<file path="src/rtl/div_seq_pkg.sv">
// Shared constants for the E-stage iterative divider: FSM encodings and default widths.
package div_seq_pkg;

    localparam int unsigned DIV_WIDTH = 32;
    localparam int unsigned DIV_CNT_W = 5;

    typedef logic [1:0] div_state_t;

    localparam div_state_t ST_IDLE = 2'd0;
    localparam div_state_t ST_BUSY = 2'd1;
    localparam div_state_t ST_DONE = 2'd2;

endpackage

</file>
<file path="src/rtl/div_seq_if.sv">
// E-stage <-> divider handshake: operands and control in, stall/done and HI/LO results out.
interface div_seq_if #(
    parameter int unsigned WIDTH = 32
);

    logic             div_validE;
    logic             signedE;
    logic [WIDTH-1:0] srcaE;
    logic [WIDTH-1:0] srcbE;
    logic             annulE;
    logic             div_stallE;
    logic             div_doneE;
    logic [WIDTH-1:0] hi_o;
    logic [WIDTH-1:0] lo_o;

    modport master (
        output div_validE, signedE, srcaE, srcbE, annulE,
        input  div_stallE, div_doneE, hi_o, lo_o
    );

    modport slave (
        input  div_validE, signedE, srcaE, srcbE, annulE,
        output div_stallE, div_doneE, hi_o, lo_o
    );

endinterface

</file>
<file path="src/rtl/div_seq_step.sv">
// One combinational radix-2 restoring step: shift {rem,quo} left, subtract divisor if it fits.
module div_seq_step #(
    parameter int unsigned WIDTH = 32
) (
    input  logic [WIDTH-1:0] rem,
    input  logic [WIDTH-1:0] quo,
    input  logic [WIDTH-1:0] divisor,
    output logic [WIDTH-1:0] rem_next,
    output logic [WIDTH-1:0] quo_next
);

    logic [WIDTH:0] shifted;
    logic [WIDTH:0] diff;

    always_comb begin
        shifted = {rem, quo[WIDTH-1]};
        diff    = shifted - {1'b0, divisor};
        // No borrow out of the WIDTH+1 bit subtract means shifted >= divisor.
        if (!diff[WIDTH]) begin
            rem_next = diff[WIDTH-1:0];
            quo_next = {quo[WIDTH-2:0], 1'b1};
        end else begin
            rem_next = shifted[WIDTH-1:0];
            quo_next = {quo[WIDTH-2:0], 1'b0};
        end
    end

endmodule

</file>
<file path="src/rtl/div_seq.sv">
// Sequencer for the E-stage iterative divider: DIV/DIVU as a radix-2 restoring divide,
// one quotient bit per cycle, stalling F/D/E while it runs.
module div_seq
    import div_seq_pkg::*;
#(
    parameter int unsigned WIDTH = DIV_WIDTH,
    parameter int unsigned CNT_W = DIV_CNT_W
) (
    input logic   clk,
    input logic   rst,
    div_seq_if.slave bus
);

    div_state_t       state_q, state_d;
    logic [CNT_W-1:0] cnt_q, cnt_d;
    logic [WIDTH-1:0] rem_q, rem_d;
    logic [WIDTH-1:0] quo_q, quo_d;
    logic [WIDTH-1:0] dvs_q, dvs_d;
    logic             neg_quo_q, neg_quo_d;
    logic             neg_rem_q, neg_rem_d;
    logic [WIDTH-1:0] hi_q, hi_d;
    logic [WIDTH-1:0] lo_q, lo_d;

    logic             issue;
    logic             last_step;
    logic [WIDTH-1:0] a_mag;
    logic [WIDTH-1:0] b_mag;
    logic [WIDTH-1:0] rem_nx;
    logic [WIDTH-1:0] quo_nx;

    assign issue     = (state_q == ST_IDLE) && bus.div_validE && !bus.annulE;
    assign last_step = (cnt_q == CNT_W'(WIDTH - 1));
    assign a_mag     = (bus.signedE && bus.srcaE[WIDTH-1]) ? -bus.srcaE : bus.srcaE;
    assign b_mag     = (bus.signedE && bus.srcbE[WIDTH-1]) ? -bus.srcbE : bus.srcbE;

    div_seq_step #(
        .WIDTH (WIDTH)
    ) u_step (
        .rem      (rem_q),
        .quo      (quo_q),
        .divisor  (dvs_q),
        .rem_next (rem_nx),
        .quo_next (quo_nx)
    );

    always_comb begin
        state_d   = state_q;
        cnt_d     = cnt_q;
        rem_d     = rem_q;
        quo_d     = quo_q;
        dvs_d     = dvs_q;
        neg_quo_d = neg_quo_q;
        neg_rem_d = neg_rem_q;
        hi_d      = hi_q;
        lo_d      = lo_q;

        case (state_q)
            ST_IDLE: begin
                if (issue) begin
                    rem_d     = '0;
                    quo_d     = a_mag;
                    dvs_d     = b_mag;
                    neg_quo_d = bus.signedE && (bus.srcaE[WIDTH-1] ^ bus.srcbE[WIDTH-1]);
                    neg_rem_d = bus.signedE && bus.srcaE[WIDTH-1];
                    cnt_d     = '0;
                    if (bus.srcbE == '0) begin
                        // Divide by zero skips the iteration: raw dividend and all-ones quotient.
                        state_d = ST_DONE;
                        hi_d    = bus.srcaE;
                        lo_d    = '1;
                    end else begin
                        state_d = ST_BUSY;
                    end
                end
            end
            ST_BUSY: begin
                rem_d = rem_nx;
                quo_d = quo_nx;
                cnt_d = cnt_q + CNT_W'(1);
                if (bus.annulE) begin
                    state_d = ST_IDLE;
                end else if (last_step) begin
                    // Results are registered here so they hold after DONE until the next divide.
                    state_d = ST_DONE;
                    hi_d    = neg_rem_q ? -rem_nx : rem_nx;
                    lo_d    = neg_quo_q ? -quo_nx : quo_nx;
                end
            end
            ST_DONE: begin
                state_d = ST_IDLE;
            end
            default: begin
                state_d = ST_IDLE;
            end
        endcase
    end

    always_ff @(posedge clk) begin
        if (rst) begin
            state_q   <= ST_IDLE;
            cnt_q     <= '0;
            rem_q     <= '0;
            quo_q     <= '0;
            dvs_q     <= '0;
            neg_quo_q <= 1'b0;
            neg_rem_q <= 1'b0;
            hi_q      <= '0;
            lo_q      <= '0;
        end else begin
            state_q   <= state_d;
            cnt_q     <= cnt_d;
            rem_q     <= rem_d;
            quo_q     <= quo_d;
            dvs_q     <= dvs_d;
            neg_quo_q <= neg_quo_d;
            neg_rem_q <= neg_rem_d;
            hi_q      <= hi_d;
            lo_q      <= lo_d;
        end
    end

    // Mealy stall so the hazard unit holds E in the issue cycle itself.
    assign bus.div_stallE = issue || (state_q == ST_BUSY);
    assign bus.div_doneE  = (state_q == ST_DONE) && !bus.annulE;
    assign bus.hi_o       = hi_q;
    assign bus.lo_o       = lo_q;

endmodule

</file>
<file path="src/flat_wrapper.sv">
// flat-port wrapper written by rule: the top's interface ports become plain ports
module div_seq_flat import div_seq_pkg::*;
#(
    parameter int unsigned WIDTH = DIV_WIDTH,
    parameter int unsigned CNT_W = DIV_CNT_W
)
  (clk, rst, bus_div_validE, bus_signedE, bus_srcaE, bus_srcbE, bus_annulE, bus_div_stallE, bus_div_doneE, bus_hi_o, bus_lo_o);
  div_seq_if #(.WIDTH(WIDTH)) bus_i ();
  input logic clk;
  input logic rst;
  input wire logic [$bits(bus_i.div_validE)-1:0] bus_div_validE;
  input wire logic [$bits(bus_i.signedE)-1:0] bus_signedE;
  input wire logic [$bits(bus_i.srcaE)-1:0] bus_srcaE;
  input wire logic [$bits(bus_i.srcbE)-1:0] bus_srcbE;
  input wire logic [$bits(bus_i.annulE)-1:0] bus_annulE;
  output wire logic [$bits(bus_i.div_stallE)-1:0] bus_div_stallE;
  output wire logic [$bits(bus_i.div_doneE)-1:0] bus_div_doneE;
  output wire logic [$bits(bus_i.hi_o)-1:0] bus_hi_o;
  output wire logic [$bits(bus_i.lo_o)-1:0] bus_lo_o;
  assign bus_i.div_validE = bus_div_validE;
  assign bus_i.signedE = bus_signedE;
  assign bus_i.srcaE = bus_srcaE;
  assign bus_i.srcbE = bus_srcbE;
  assign bus_i.annulE = bus_annulE;
  assign bus_div_stallE = bus_i.div_stallE;
  assign bus_div_doneE = bus_i.div_doneE;
  assign bus_hi_o = bus_i.hi_o;
  assign bus_lo_o = bus_i.lo_o;
  div_seq #(.WIDTH(WIDTH), .CNT_W(CNT_W)) u_core (.clk(clk), .rst(rst), .bus(bus_i));
endmodule
</file>
<file path="config.mk">
export PLATFORM = sky130hd
export DESIGN_NAME = div_seq_flat
export DESIGN_NICKNAME = d
export VERILOG_FILES = /design/src/rtl/div_seq_pkg.sv /design/src/rtl/div_seq_if.sv /design/src/rtl/div_seq_step.sv /design/src/rtl/div_seq.sv /design/src/flat_wrapper.sv
export SDC_FILE = /design/constraint.sdc
export NUM_CORES = 1
export LEC_CHECK = 0
export CAP_MARGIN = 30
export CORE_MARGIN = 2
export CORE_UTILIZATION = 40
export DETAILED_ROUTE_END_ITERATION = 8
export DONT_BUFFER_PORTS = 1
export GPL_TIMING_DRIVEN = 0
export SYNTH_ARGS = -nofsm -noshare
export SYNTH_HDL_FRONTEND = slang
export SYNTH_HIERARCHICAL = 1
export SYNTH_SLANG_ARGS = --single-unit
export TNS_END_PERCENT = 1
</file>
<file path="constraint.sdc">
create_clock -name clk -period 4.52 [get_ports clk]
set_input_delay 0.904 -clock clk [delete_from_list [all_inputs] [get_ports clk]]
set_output_delay 0.904 -clock clk [all_outputs]
set_load 0.01 [all_outputs]
</file>
==> out/metrics.csv <==
stage,metric,value,unit
status,status,finished with violations,
status,failing checks,setup timing,
synth,Compound-Gate Fraction of Synth Area,24.3,%
worst_setup_path,family with the most delay on the worst path,simple AND/OR/NAND/NOR gates,
grt,vias in the first global route,11500,
worst_setup_path,crit start category,register,
cells_and_area,share of post-route cells with drive strength above 1,14.5,%
synth,Yosys cell types,94,
grt,initial antenna violation count,0,
cells_and_area,Final #Nets,1704,
timing,setup tns final,-12.67,ns
cells_and_area,fillers,3016,
detailed_routing,WL per Instance,22.1,µm
worst_setup_path,crit path from,u_core/quo_q[31],
clocking,clock buffer depth,2,
timing,Max Freq,0.195,GHz
power,overall power,7.48,mW
worst_setup_path,Crit path depth,22,
clocking,CTS Sinks,169,
floorplan,Starting Density,40.9,%
timing,clk_skew,0.0150,ns
worst_setup_path,slowest cell on the critical path,or4_4,
power,Power Density,533,nW/µm²
placement,Setup WS pre-CTS,-1.31,ns
worst_setup_path,critical-path maximum fanout,6,
worst_setup_path,depth of the worst register-to-register path,22,
synth,top-area cell type share of the netlist area,27.8,%
worst_setup_path,crit-path max cell delay,0.46,ns
floorplan,io pins,135,
timing,Period minus WS final,5.14,ns
detailed_routing,WL final,44.2,mm
worst_setup_path,crit path to,u_core/bus.hi_o[20],
synth,most frequently used flop master after synthesis,dfxtp_1,
clocking,CTS tree,built,
detailed_routing,# DRC,0,
timing,WHS,0.453,ns
grt,first-pass GRT wire length,66.5,mm
worst_setup_path,Crit path required time,4.83,ns
detailed_routing,initial drt markers,991,
placement,DPL Wire Length,34.1,mm
worst_setup_path,reg2reg start,u_core/quo_q[31],
clocking,htree depth,4,
synth,mean post-synth cell area,7.88,µm²
placement,IO buf count,0,
synth,Yosys warning total,6,
synth,mux share of post-synthesis cell area,3.88,%
timing,Tightest Pin Transition,1.06,ns
synth,cell taking the most area after synthesis,dfxtp_1,
synth,Post-Synth XOR/XNOR Area,9.06,%
timing,setup violators final,34,
timing,"Slew Viols, Final",0,
timing,final worst slack,-0.618,ns
synth,"FFs w/ async S/R, synth",0,%
hold_path,Worst Hold Class,register to register,
synth,Area contributors post-synth,"dfxtp_1, xor2_1, nor2_1",
worst_setup_path,crit path buf inv count,6,
synth,Synth Area in Adders,4.07,%
worst_setup_path,worst r2r dst,u_core/bus.hi_o[20],
synth,"Seq/Total Area, Yosys",27.8,%
power,P_leak,4.94,nW
job,max cap viols,0,
worst_setup_path,Worst Setup Path Type,register to register,
detailed_routing,drt via density,6.07,
worst_setup_path,CP Data Arrival Time,5.45,ns
placement,RePlAce Congestion,0.929,
clocking,worst-skew pair later-pin latency,0.45,ns
timing,Slew HR,29.0,%
clocking,Clock transition at path regs,0.07,ns
synth,Synth top cells by count,"dfxtp_1, nor2_1, nand2_1",
floorplan,Core Box Area,29800,µm²
grt,gr ovfl total,0,
clocking,hold bufs inserted after CTS,0,
synth,Synth Area in Simple Gates,22.9,%
synth,Syn Inst Count,1545,
timing,Final period util,114,%
timing,RSZ-0062 raised after global routing,true,
cells_and_area,Antenna Diode Count,0,
grt,pin count of the biggest net entering global routing,17,
worst_setup_path,"reg-to-reg slack, setup",-0.62,ns
synth,top-count cell post-synth,dfxtp_1,
cells_and_area,Util after Layout,47.1,%
floorplan,Die ar.,31800,µm²
synth,"Cell Area, Synth",12200,µm²
clocking,clock root cell,clkbuf_16,
detailed_routing,first-pass iteration count of the detailed router,5,
floorplan,Site Rows,63,
detailed_routing,DR vias,12100,
worst_setup_path,element type at the critical path end,register,
synth,syn nets,1653,
synth,Seq cells post-synth,169,
synth,Post-synth EDFFs,0,
cells_and_area,area delta synth->final,15.3,%
clocking,Num CTS Buffers,17,
power,Peak supply drop,0.491,mV
grt,GRT Util Overall,27.5,%
timing,final hold violations,0,
synth,largest family of logic cells by synthesized area,compound AO/OA/AOI/OAI gates,
worst_setup_path,cells along the critical path,inv_2 > ha_4 > fa_2 > and2b_1 > o2111ai_2 > a21oi_2 > o2111ai_2 > a211oi_2 > nor2_4 > mux2i_4 > and2_4 > inv_8 > buf_12 > buf_8 > mux2_4 > or4_4 > buf_4 > nor4_4 > buf_4 > a2111oi_0 > nor3_1 > o21ai_0,
detailed_routing,ANT nets after route,0,
floorplan,Die Y,178,µm
floorplan,Die Span X,178,µm
-- how the worst min path moves through the flow --
stage	start	to	slack [ns]	cells past startpoint
after floorplan	u_core/dvs_q[15]	u_core/dvs_q[15]	0.43	2
after global placement	u_core/dvs_q[24]	u_core/dvs_q[24]	0.44	2
after detailed placement	u_core/dvs_q[25]	u_core/dvs_q[25]	0.45	2
after CTS	u_core/dvs_q[28]	u_core/dvs_q[28]	0.46	2
after global routing	u_core/dvs_q[28]	u_core/dvs_q[28]	0.48	2
final	u_core/dvs_q[28]	u_core/dvs_q[28]	0.45	2
-- tightest hold or removal path, delay by kind of cell (launching register included) --
kind,cells,cell delay (ns)
flip-flops,1,0.31
AO/OA/AOI/OAI,1,0.05
AND/OR/NAND/NOR,1,0.05
-- repair_timing --
item	4_1_cts	5_1_grt
cloned	0	1
setup endpoints to repair	50	53
pin swaps	33	30
resized for setup	53	40
buffers inserted	20	14
-- report_power, final --
group          total, mW  leakage (nW)  internal (mW)  switching, mW
Sequential          1.62          1.37           1.56         0.0571
Combinational       4.29          3.28           1.86           2.43
Clock               1.58         0.290          0.906          0.671
Total               7.48          4.94           4.32           3.16
-- flip-flops by register name, indices dropped and copies added, names as in the netlist --
| register | flops |
|---|---|
| u_core/quo_q | 32 |
| u_core/cnt_q | 5 |
| u_core/bus.lo_o | 32 |
| u_core/rem_q | 32 |
| u_core/neg_quo_q | 1 |
| u_core/state_q | 2 |
| u_core/bus.hi_o | 32 |
| u_core/neg_rem_q | 1 |
| u_core/dvs_q | 32 |
-- final cells by class --
cell class / instances / area, µm² / area share [%]
Tap cell: 390 / 488 / 3.48
Buffer: 141 / 764 / 5.45
Clock inverter: 12 / 160 / 1.14
Inverter: 53 / 219 / 1.56
Timing Repair Buffer: 36 / 295 / 2.10
Sequential cell: 169 / 3390 / 24.1
Multi-Input combinational cell: 1178 / 8270 / 58.9
Clock buffer: 20 / 457 / 3.25
-- kinds of logic after synthesis --
family / Yosys count
AOI/OAI and AO/OA: 431
xor gates and xnor gates: 126
adders and majority gates: 39
buffers and inverters: 198
DFF: 169
muxes: 36
and+or+nand+nor: 546
-- layout by cell type, fill, tap and decap left out, types with 9 or more instances in the layout --
| master | n |
|---|---|
| nor3_1 | 32 |
| a21oi_1 | 104 |
| xnor2_1 | 58 |
| o211ai_1 | 12 |
| and3_1 | 9 |
| clkbuf_16 | 18 |
| or3_1 | 30 |
| buf_1 | 18 |
| nand3b_1 | 19 |
| o41ai_1 | 16 |
| nand2_1 | 126 |
| buf_4 | 68 |
| ha_1 | 35 |
| mux2_4 | 20 |
| buf_2 | 9 |
| o21ai_0 | 52 |
| nor2_1 | 145 |
| clkbuf_1 | 72 |
| or4_1 | 22 |
| nand3_1 | 60 |
| a211o_1 | 10 |
| nand2b_1 | 11 |
| xor2_1 | 65 |
| o22ai_1 | 9 |
| o31ai_1 | 21 |
| mux2i_1 | 12 |
| a211oi_1 | 57 |
| a31oi_1 | 25 |
| a21o_1 | 18 |
| dfxtp_1 | 168 |
| inv_1 | 48 |
| nand4_1 | 12 |
| a311oi_1 | 10 |
-- metal layers --
layer	wire [µm]	track usage, %	vias to the layer above
li1	-	-	5756
met1	18200	33.7	5782
met2	20800	46.2	517
met3	3530	6.14	85
met4	1680	12.0	0
met5	0	0	-
-- stage by stage --
step           area (µm²)  std cells
4_1_cts             13700       1985
6_report            14000       1999
3_3_place_gp        12700       1935
3_5_place_dp        12700       1936
5_1_grt             14000       1999
2_1_floorplan       12200       1545
(Power assumes the default switching activity.)
==> RTL change 1 (config.mk and constraints unchanged) <==
`DIV_WIDTH`: 32 -> 28.
--- a/src/rtl/div_seq_pkg.sv
+++ b/src/rtl/div_seq_pkg.sv
@@ -2,5 +2,5 @@
 package div_seq_pkg;
 
-    localparam int unsigned DIV_WIDTH = 32;
+    localparam int unsigned DIV_WIDTH = 28;
     localparam int unsigned DIV_CNT_W = 5;
 
Ports: changed (resized bus_hi_o, bus_lo_o, bus_srcaE and bus_srcbE); port bits go from 135 to 119. The function was not compared with the original's and may differ.
==> RTL change 1 against the original RTL <==
- cell area decreased by 17%
- wire length decreased by 17%
- area after synthesis decreased by 17%
- sequential cell count decreased by 20
- first-iteration DRC count decreased by 19%
- worst setup slack improved by 690 ps
Power is not compared: it rests on default switching activity, and its combinational part moved more than twofold at a synthesized area within 25%.
==> RTL change 1: results (changes against the original RTL) <==
status=complete, no violations; first-pass GRT wire length=54,500 microns (-18%); sequential share of cell area=0.258 (+0.0165); Non-clock buffers=126 (-29%); RR Startpoint=u_core/quo_q[27]$_SDFFE_PP0P_; Layout fillers=2,559 (-15%); met3 routed WL=2510 microns (-29%); Area contributors post-synth=dfxtp_1, a21oi_1, xor2_1, nand2_1, o21ai_0; inverters=51 (-3.8%); Worst EP arrival=4820 ps (-630 ps); DR WL met2=17,600 microns (-15%); met3 Usage GRT=0.0545 (-0.00689); Slowest Stage Delay on Critical Path=380 ps (-80 ps); Seq cells=149 (-12%); nets=1,451 (-15%); buffering overhead=0.0624 (-0.0131); GRT Util Overall=0.272 (-0.00270); Metal-1 WL=14,900 microns (-19%); Crit Path Max Fanout=7 (+1); Setup crit end=u_core/bus.hi_o[27]$_SDFFE_PP0P_; #MultiIn Comb=1,011 (-14%); post-CTS sizing=32 (-40%); hold wc startpoint=u_core/dvs_q[27]$_SDFFE_PP0P_; grt met1 use=0.322 (-0.0149); share of cells above drive strength 1=0.119 (-0.0257); most common library cells after synthesis=dfxtp_1, nand2_1, a21oi_1; Crit-path slowest cell=dfxtp_4; syn_nets=1,417 (-14%); Worst Skew=14.0 ps (-1.08 ps); wire length per cell=21.6 microns (-2.2%); delay-heaviest family, CP=compound AO/OA/AOI/OAI gates; Via density=5.91 (-2.7%); Post-Place Worst Slack=-866 ps (+445 ps); setup bufs post-CTS=4 (-80%); Hold Crit Endpoint=u_core/dvs_q[27]$_SDFFE_PP0P_; Final WS setup=67.6 ps (+686 ps)
RTL change 1: changes by cell type in the layout (fill, tap and decap cells not counted), sizes merged, moves of 20 or more:
cell	before	now
o21ai	61	106
a21oi	106	128
dfxtp	169	149
buf	103	64
nor2	146	111
a211oi	60	31
mux2	23	2
RTL change 1: tightest hold or removal path: cells and delay by family, from the launching register on:
family,cells,cell delay (ps)
DFF,1,310
AOI/OAI and AO/OA,1,60
and+or+nand+nor,1,50
RTL change 1: stage by stage:
stage	hold WS, ps	power, mW	cells	area, sq um
after floorplan	436	1.99	1322	10100
after global placement	449	2.18	1652	10500
after detailed placement	460	2.19	1655	10500
after CTS	468	3.75	1690	11300
after global routing	494	3.98	1699	11600
final	467	3.82	1699	11600
RTL change 1: kinds of logic after synthesis:
family | share of synthesized area
adder cells (fa/ha/maj) | 0.0428
buffers and inverters | 0.0746
AND/OR/NAND/NOR | 0.190
flip-flops | 0.295
multiplexers | 0.0115
XOR/XNOR | 0.101
AO/OA/AOI/OAI | 0.285
==> RTL change 2 (same settings) <==
Without the edit above. Make the reset (`rst`) asynchronous in one clocked block.
--- a/src/rtl/div_seq.sv
+++ b/src/rtl/div_seq.sv
@@ -96,5 +96,5 @@
     end
 
-    always_ff @(posedge clk) begin
+    always_ff @(posedge clk or posedge rst) begin
         if (rst) begin
             state_q   <= ST_IDLE;
Check against the original RTL: differs if rst is asserted again (counterexample within 4 cycles, from zero or initial values and one cycle with rst high); with rst held inactive, the same outputs for 10 cycles.
==> RTL change 2 against the original RTL <==
- the run still ends with setup timing left
- wire length decreased by 10%
- die area grew 0.66%
- global-route usage is 2.3 points lower
- critical path depth shrank 2
- count of clock-buffer cells in the layout is 2 lower
- cell area grew 0.32%
- worst setup slack better by 170 ps
- critical path type unchanged
- area after synthesis is 0.67% higher
- power is 52% higher
- sequential cell count did not move
==> RTL change 2: results (changes against the original RTL) <==
status=complete, but fails checks; violated checks=setup timing; Unique masters post-synth=86 (-8.5%); Area contributors post-synth=dfrtp_1, nand2_1, o21ai_0, xor2_1, xnor2_1; clock tree buffer depth=2 (unchanged); Seq/Total Area, Yosys=0.345 (+0.0672); PortBufs=0 (unchanged); first drt pass iteration count=5 (unchanged); largest net degree at the start of global routing=43 (+26); VDD IR max=354 uV (-28%); Slowest Stage Delay on Critical Path=620 ps (+160 ps); Reg clk slew, reported paths=70 ps (about the same); Pleak=5.99 nW (+21%); Ys Warns=6 (unchanged); # placed instances=1,866 (-3.6%); Clock Latency Late Sink=450 ps (about the same); Final WS setup=-446 ps (+173 ps); setup violators final=37 (+8.8%); FFs w/ async S/R, synth=1.00 (+1.00); GRT Util Overall=0.252 (-0.0232); Routed WL=39,700 microns (-10%); Final GP Congestion=0.910 (-2.1%); Post-DP Area=0.0128 sq mm (+0.82%); worst hold path class=in -> async; Crit-path slowest cell=or4_4; first-pass GRT wire length=61,800 microns (-7.2%); Post-Place Worst Slack=-1320 ps (-13.7 ps); Root Driver=clkbuf_16; cells after synthesis=1,466 (-5.1%); number of levels in the clock H-tree=4 (unchanged); Crit Path Max Fanout=8 (+2); most common library cells after synthesis=nand2_1, dfrtp_1, o21ai_0; n_diodes=0 (unchanged); wire length per cell=20.6 microns (-6.7%); Worst Tran Pin Value=1010 ps (-46.7 ps); hpwl dp=30,500 microns (-10%); initial antenna violation count=0 (unchanged); delay-heaviest family, CP=compound AO/OA/AOI/OAI gates; share of cells above drive strength 1=0.140 (-0.00457); syn_nets=1,574 (-4.8%); TritonCTS Buffers=17 (unchanged); Top FF cell, synth=dfrtp_1; Worst EP arrival=5270 ps (-180 ps); Vias=11,003 (-9.4%); Final TNS setup=-9000 ps (+3680 ps); Worst Skew=15.9 ps (+0.812 ps); initial DRC count=694 (-30%)
RTL change 2: cell count changes after synthesis, sizes merged, moves of 19 or more:
cell    before  now
a21oi      106   76
or4         29   10
nor2       146  120
dfxtp      169    0
o21ai       61  124
dfrtp        0  169
a211oi      60   16
clkbuf      74   55
nand2      127  203
RTL change 2: final cells by class:
cell class	instances	area, sq um
sequential	169	4230
timing repair buffer	31	325
fill	2960	16300
inverter	51	211
multi-input combinational	1134	7590
tap	396	495
clock buffer	18	439
clock inverter	14	160
buffer	109	636
RTL change 2: path summary, 6_finish.rpt:
kind | start | endpoint | slack (ps) | depth (start not counted)
setup reg to reg | u_core/quo_q[31]$_DFFE_PP0P_ | u_core/bus.hi_o[23]$_DFFE_PP0P_ | -450 | 20
max in group asynchronous | rst | u_core/dvs_q[17]$_DFFE_PP0P_ | 3170 | 3
min in group clk | u_core/dvs_q[21]$_DFFE_PP0P_ | u_core/dvs_q[21]$_DFFE_PP0P_ | 480 | 2
hold / removal | rst | u_core/bus.lo_o[2]$_DFFE_PP0P_ | 450 | 1
hold reg to reg | u_core/dvs_q[21]$_DFFE_PP0P_ | u_core/dvs_q[21]$_DFFE_PP0P_ | 480 | 2
setup / recovery | u_core/quo_q[31]$_DFFE_PP0P_ | u_core/bus.hi_o[23]$_DFFE_PP0P_ | -450 | 20
RTL change 2: power breakdown:
part	total, mW	internal, mW	switching, mW
logic	7.27	3.21	4.06
registers	2.59	2.05	0.540
clock network	1.52	0.841	0.677
total	11.4	6.10	5.28
RTL change 2: kinds of logic after synthesis:
| kind of cell | count (synthesis) | synth area share |
|---|---|---|
| and+or+nand+nor | 543 | 0.213 |
| xor gates and xnor gates | 129 | 0.0922 |
| muxes | 45 | 0.0461 |
| buffers and inverters | 163 | 0.0690 |
| DFF | 169 | 0.345 |
| adders and majority gates | 39 | 0.0404 |
| AOI/OAI and AO/OA | 378 | 0.194 |
RTL change 2: what timing repair did:
action	in CTS	in global routing
setup endpoints to repair	56	40
hold buffers	0	0
hold endpoints to repair	0	0
pin swaps	27	22
cloned	0	2
resized for setup	50	43
setup buffers	12	13
RTL change 2: routing by layer:
layer  up-vias  share of wire  track usage  wire length [microns]
met3        87          0.056       0.0413                   2230
met4         0          0.043        0.118                   1690
met1      5260           0.42        0.315                  16800
met5         -              0            0                      0
met2       375           0.48        0.423                  18900
li1       5281              -            -                      -
RTL change 2: worst reg2reg max path, stage by stage, from the launching register on:
cell and delay, ps:
dfrtp_1 410, inv_1 70, ha_2 200, fa_2 350
and2b_1 240, o2111ai_2 140, a21oi_2 230, o2111ai_2 220
a211oi_2 340, nor2_4 80, mux2i_4 200, and2_4 190
buf_12 140, inv_16 100, mux2_4 340, or4_4 620
buf_4 180, o31ai_1 290, xnor2_1 110, mux2i_1 240
o21ai_0 110
